**src/rtl/agex_mc_stage.sv**
```systemverilog
// agex_mc_stage - execute stage: single-cycle ALU/branch unit plus an iterative radix-2 multiply/divide unit.
module agex_mc_stage #(
  parameter int DBITS = 32,
  parameter int REGW  = 5
) (
  input  logic             clk,
  input  logic             reset,
  input  logic             in_valid,
  output logic             in_ready,
  input  logic [4:0]       op,
  input  logic [DBITS-1:0] src1,
  input  logic [DBITS-1:0] src2,
  input  logic [DBITS-1:0] imm,
  input  logic [DBITS-1:0] pc,
  input  logic             use_imm,
  input  logic [REGW-1:0]  dest,
  input  logic             flush,
  output logic             out_valid,
  output logic [DBITS-1:0] out_result,
  output logic [REGW-1:0]  out_dest,
  output logic             br_valid,
  output logic [DBITS-1:0] br_target,
  output logic             stall_de
);

  localparam int SHW = $clog2(DBITS);
  localparam int CW  = SHW + 1;

  typedef enum logic [1:0] {IDLE, BUSY, DONE} state_t;

  state_t           state, state_n;
  logic [CW-1:0]    cnt;
  logic [1:0]       mdu_fn;
  logic [REGW-1:0]  mdu_dest;
  logic [DBITS-1:0] acc_hi, acc_lo, opnd;

  logic             accept, is_mdu, alu_bv, alu_bt_upd;
  logic [DBITS-1:0] opb, alu_res, alu_bt;
  logic [SHW-1:0]   shamt;
  logic [DBITS:0]   mul_sum, div_sh;
  logic [DBITS-1:0] div_diff;
  logic             div_ge;

  assign in_ready = (state == IDLE);
  assign stall_de = in_valid & ~in_ready;
  assign accept   = in_valid & in_ready & ~flush;

  always_comb begin
    opb        = (use_imm && op <= 5'd9) ? imm : src2;
    shamt      = opb[SHW-1:0];
    alu_res    = '0;
    alu_bv     = 1'b0;
    alu_bt     = pc + imm;
    alu_bt_upd = 1'b0;
    is_mdu     = (op >= 5'd16) && (op <= 5'd19);
    case (op)
      5'd0:  alu_res = src1 + opb;
      5'd1:  alu_res = src1 - opb;
      5'd2:  alu_res = src1 & opb;
      5'd3:  alu_res = src1 | opb;
      5'd4:  alu_res = src1 ^ opb;
      5'd5:  alu_res = src1 << shamt;
      5'd6:  alu_res = src1 >> shamt;
      5'd7:  alu_res = DBITS'($signed(src1) >>> shamt);
      5'd8:  alu_res = {{(DBITS-1){1'b0}}, $signed(src1) < $signed(opb)};
      5'd9:  alu_res = {{(DBITS-1){1'b0}}, src1 < opb};
      5'd10: begin alu_bv = (src1 == src2);                   alu_bt_upd = 1'b1; end
      5'd11: begin alu_bv = (src1 != src2);                   alu_bt_upd = 1'b1; end
      5'd12: begin alu_bv = ($signed(src1) <  $signed(src2)); alu_bt_upd = 1'b1; end
      5'd13: begin alu_bv = ($signed(src1) >= $signed(src2)); alu_bt_upd = 1'b1; end
      5'd14: begin alu_bv = (src1 <  src2);                   alu_bt_upd = 1'b1; end
      5'd15: begin alu_bv = (src1 >= src2);                   alu_bt_upd = 1'b1; end
      5'd20: begin
        alu_res    = pc + DBITS'(4);
        alu_bv     = 1'b1;
        alu_bt_upd = 1'b1;
      end
      5'd21: begin
        alu_res    = pc + DBITS'(4);
        alu_bt     = (src1 + imm) & ~DBITS'(1);
        alu_bv     = 1'b1;
        alu_bt_upd = 1'b1;
      end
      default: alu_res = '0;
    endcase
  end

  // One shared shift register pair: multiply shifts the product right, divide shifts the dividend left.
  always_comb begin
    mul_sum  = {1'b0, acc_hi} + (acc_lo[0] ? {1'b0, opnd} : '0);
    div_sh   = {acc_hi, acc_lo[DBITS-1]};
    div_ge   = div_sh >= {1'b0, opnd};
    div_diff = div_sh[DBITS-1:0] - opnd;
  end

  always_comb begin
    state_n = state;
    case (state)
      IDLE:    if (accept && is_mdu) state_n = BUSY;
      BUSY:    if (cnt == CW'(1)) state_n = DONE;
      DONE:    state_n = IDLE;
      default: state_n = IDLE;
    endcase
    if (flush) state_n = IDLE;
  end

  always_ff @(posedge clk or posedge reset) begin
    if (reset) state <= IDLE;
    else       state <= state_n;
  end

  always_ff @(posedge clk or posedge reset) begin
    if (reset) begin
      cnt      <= '0;
      mdu_fn   <= '0;
      mdu_dest <= '0;
      acc_hi   <= '0;
      acc_lo   <= '0;
      opnd     <= '0;
    end else if (flush) begin
      cnt <= '0;
    end else if (accept && is_mdu) begin
      cnt      <= CW'(DBITS);
      mdu_fn   <= op[1:0];
      mdu_dest <= dest;
      acc_hi   <= '0;
      acc_lo   <= op[1] ? src1 : src2;
      opnd     <= op[1] ? src2 : src1;
    end else if (state == BUSY) begin
      cnt <= cnt - CW'(1);
      if (mdu_fn[1]) begin
        acc_hi <= div_ge ? div_diff : div_sh[DBITS-1:0];
        acc_lo <= {acc_lo[DBITS-2:0], div_ge};
      end else begin
        acc_hi <= mul_sum[DBITS:1];
        acc_lo <= {mul_sum[0], acc_lo[DBITS-1:1]};
      end
    end
  end

  always_ff @(posedge clk or posedge reset) begin
    if (reset) begin
      out_valid  <= 1'b0;
      out_result <= '0;
      out_dest   <= '0;
      br_valid   <= 1'b0;
      br_target  <= '0;
    end else if (flush) begin
      out_valid <= 1'b0;
      br_valid  <= 1'b0;
    end else if (accept && !is_mdu) begin
      out_valid  <= 1'b1;
      out_result <= alu_res;
      out_dest   <= dest;
      br_valid   <= alu_bv;
      if (alu_bt_upd) br_target <= alu_bt;
    end else if (state == DONE) begin
      out_valid  <= 1'b1;
      out_result <= mdu_fn[0] ? acc_hi : acc_lo;
      out_dest   <= mdu_dest;
      br_valid   <= 1'b0;
    end else begin
      out_valid <= 1'b0;
      br_valid  <= 1'b0;
    end
  end

endmodule

```
**config.mk**
```make
export PLATFORM = sky130hd
export DESIGN_NAME = agex_mc_stage
export DESIGN_NICKNAME = d
export VERILOG_FILES = /design/src/rtl/agex_mc_stage.sv
export SDC_FILE = /design/constraint.sdc
export NUM_CORES = 2
export LEC_CHECK = 0
export ABC_AREA = 0
export CORE_UTILIZATION = 50
export CTS_CLUSTER_SIZE = 14
export DETAILED_ROUTE_END_ITERATION = 10
export PLACE_DENSITY = 0.8
export SYNTH_ARGS = -nofsm -noshare
export SYNTH_HDL_FRONTEND = slang
export SYNTH_SLANG_ARGS = --single-unit
```
**constraint.sdc**
```tcl
create_clock -name clk -period 10.1 [get_ports clk]
set_input_delay 2.525 -clock clk [delete_from_list [all_inputs] [get_ports clk]]
set_output_delay 2.525 -clock clk [all_outputs]
set_load 0.005 [all_outputs]
```
==> results.yml <==
pwr:
  swShare_pct: 47.0
  seqPwrFrac_pct: 25.5
  ir_drop_mv: 0.0966
  power_density_nw_per_um2: 155
  p_int_mw: 2.40
  p_sw_mw: 2.13
  clkPwrFrac_pct: 16.3
  p_total_mw: 4.52
  power_leakage_nw: 12.9
  combPwrFrac_pct: 58.2
place:
  place_hpwl_um: 78100
  place_congestion: 1.14
  placed_cells: 4150
  port_buffers: 215
  dp_slack_ps: 2160
timing:
  tns_ps: 0
  skew_ps: 11.4
  clock.fmax_ghz: 0.129
  rsz0062_at_grt: "no"
  worst_pin_slew_ps: 1280
  hold_viol: 0
  fin_crit_ps: 7740
  setup_violations: 0
  setup_ws_ps: 2360
  period_share_pct: 76.6
  drv_slew: 0
  slew_headroom_pct: 13.9
routing:
  route.vias.total: 27873
  ant_nets: 0
  route.detailed.drc: 0
  wire_per_inst_um: 24.8
  viasPerCell: 6.66
  drtIter0Drc: 3078
  firstDrtPassIters: 7
  wl_um: 104000
grt:
  grt_antenna_before_repair: 3
  grt_pass1_wl_um: 158000
  grt_overflow_total: 0
  grt_max_degree: 115
  grt_pass1_vias: 26134
  grt.total_usage_pct: 38.7
worst_setup_path:
  r2r_end: "acc_hi[31]"
  cp_max_fo: 31
  cp-end-kind: "register"
  setup.reg_to_reg.worst_slack_ps: 4980
  crit_slowest_cell: "clkdlybuf4s50_1"
  crit_arrival_ps: 8130
  regToRegStartpoint: "acc_lo[0]"
  critPathMaxStageDelay_ps: 910
  path_common_cell: "a21oi_1"
  crit_required_ps: 10500
  path_cells: "clkdlybuf4s50_1, o21ai_4, nand2_1, buf_4, mux2_4, ha_1, inv_1, fa_1, nor2b_1, o31a_1, nor3_1, o31ai_1, a311oi_1, a21oi_1, a31oi_1, o21bai_1, a21oi_1, xnor2_1, a221oi_1, o21ai_0"
  reg2reg_depth: 14
  startpoint_type: "input port"
  crit_start: "op[2]"
  crit_type: "in -> reg"
final_layout:
  instances_no_fill: 4183
  syn_to_final_growth_pct: 12.4
  nets: 3894
  drive_gt1_share_pct: 6.03
synth:
  yosysSeqAreaShare_pct: 17.5
  async_flop_share_pct: 100
  netlist_area_um2: 26000
  synth_area_leader_cell: "dfrtp_1"
  yosysUniqueCellTypes: 95
  avgSynthCellArea_um2: 7.61
  synth_top_cell_area_share_pct: 17.5
  synth_seq_cells: 182
  netlist_instances: 3416
  yosysWarnings: 0
  synth_area_leaders: "dfrtp_1 18%, ha_1 12%, mux2i_1 7.9%"
  synth_edf_count: 0
  syn_nets: 3821
  yosys_most_used_dff: "dfrtp_1"
clock_tree:
  cts_made_buffers: 17
  cts_buffer_depth: 2
  clock-sinks: 182
  post_cts_buffers: 0
  cts_resized: 0
  cts-root-buf: "clkbuf_16"
  cts_tree: "done"
  holdBufCountCts: 0
  insertion_delay_ps: 520
  clkTransAtPathRegs_ps: 80
  h-tree-depth: 4
floorplan:
  ios: 216
  die_h_um: 230
  die_area_um2: 52900
  fp.dieW_um: 230
  core_area_um2: 51300
  start_util_pct: 50.7
  rows: 83
status:
  outcome: "completed"
min_path:
  whs_endpoint: "mdu_dest[1]"
  min_path_type: "reg -> reg"
  min_from: "mdu_dest[1]"
  hold_depth: 2
job:
  maxCapViolations: 0
## area by class of cell
class,count,area (µm²)
Antenna cell,1,2.50
Clock inverter,15,178
Timing Repair Buffer,274,2590
Fill cell,4819,22100
Multi-Input combinational cell,2800,19800
Tap cell,680,851
Sequential cell,182,4560
Clock buffer,17,425
Inverter,214,813
## flip-flops by register name (all words and copies together), names as in the netlist
register	flops
opnd	32
acc_lo	32
out_dest	5
br_target	32
cnt	6
out_valid	1
acc_hi	32
mdu_dest	5
br_valid	1
state	2
out_result	32
mdu_fn	2
## how the worst max path moves through the flow
| stage | endpoint | slack (ps) | depth (start not counted) |
|---|---|---|---|
| after global placement | out_result[28] | 2260 | 20 |
| final | out_result[28] | 2360 | 20 |
| after detailed placement | out_result[28] | 2160 | 20 |
| after global routing | out_result[28] | 2170 | 20 |
| after CTS | out_result[28] | 2710 | 20 |
| after floorplan | acc_hi[0] | 2630 | 1 |
## layer usage
metal	vias to the layer above	track usage (%)	part of all wire, %
met5	-	0	0.014
met4	2	19.4	5.6
met3	309	11.8	12
met2	1655	58.2	43
met1	13206	50.1	40
li1	12701	-	-
## critical path: cells and delay by family
family / cells / cell delay (ps)
compound gates: 10 / 2960
mux: 1 / 380
fa+ha+maj: 2 / 410
simple gates: 3 / 450
buf+inv: 3 / 1260
xor+xnor: 1 / 120
## cell families (layout without fill, tap and decap cells)
kind of cell             Yosys count  in the layout  share of synthesized area (%)
AO/OA/AOI/OAI                   1145           1145                           28.6
AND/OR/NAND/NOR                  964            964                           16.9
buffers and inverters            434            520                           6.56
multiplexers                     272            272                           12.4
adder cells (fa/ha/maj)          262            262                           12.7
flip-flops                       182            182                           17.5
XOR/XNOR                         157            157                           5.29
other                              0              1                              0
## placed cells by master (no fill, tap or decap), drive strengths merged, types with 45 or more instances in the layout
| master | count |
|---|---|
| a211oi | 51 |
| a21o | 84 |
| a21oi | 287 |
| and2 | 48 |
| buf | 61 |
| clkdlybuf4s50 | 213 |
| dfrtp | 182 |
| ha | 257 |
| inv | 221 |
| mux2i | 206 |
| nand2 | 314 |
| nand3 | 106 |
| nor2 | 260 |
| nor3 | 91 |
| o21ai | 317 |
| o221ai | 45 |
| xnor2 | 98 |
| xor2 | 59 |
## cells in the mapped netlist, drive strengths merged (48+ instances only)
cell type  instances
nor3              91
buf               57
inv              213
dfrtp            182
mux2i            206
nand2            314
xor2              59
nor2             260
o21ai            317
ha               257
nand3            106
a21o              84
clkbuf           163
and2              48
xnor2             98
a21oi            287
a211oi            51
## power groups by stage
stage               Clock (mW)  Combinational (mW)  Sequential (mW)
global route             0.765                2.87             1.18
floorplan                    0                1.81             1.06
detailed placement           0                2.56             1.16
finish                   0.738                2.63             1.15
CTS                      0.742                2.57             1.14
global placement             0                2.52             1.16
## metrics by stage
stage / hold WS (ps) / instance area, µm² / util [%]
2_1_floorplan: 445 / 26000 / -
3_3_place_gp: 456 / 28600 / 55.8
3_5_place_dp: 465 / 28600 / 55.8
4_1_cts: 484 / 29200 / 57.0
5_1_grt: 504 / 29200 / 57.0
6_report: 484 / 29200 / 57.0
No activity file was read; power rests on OpenSTA's default activity.
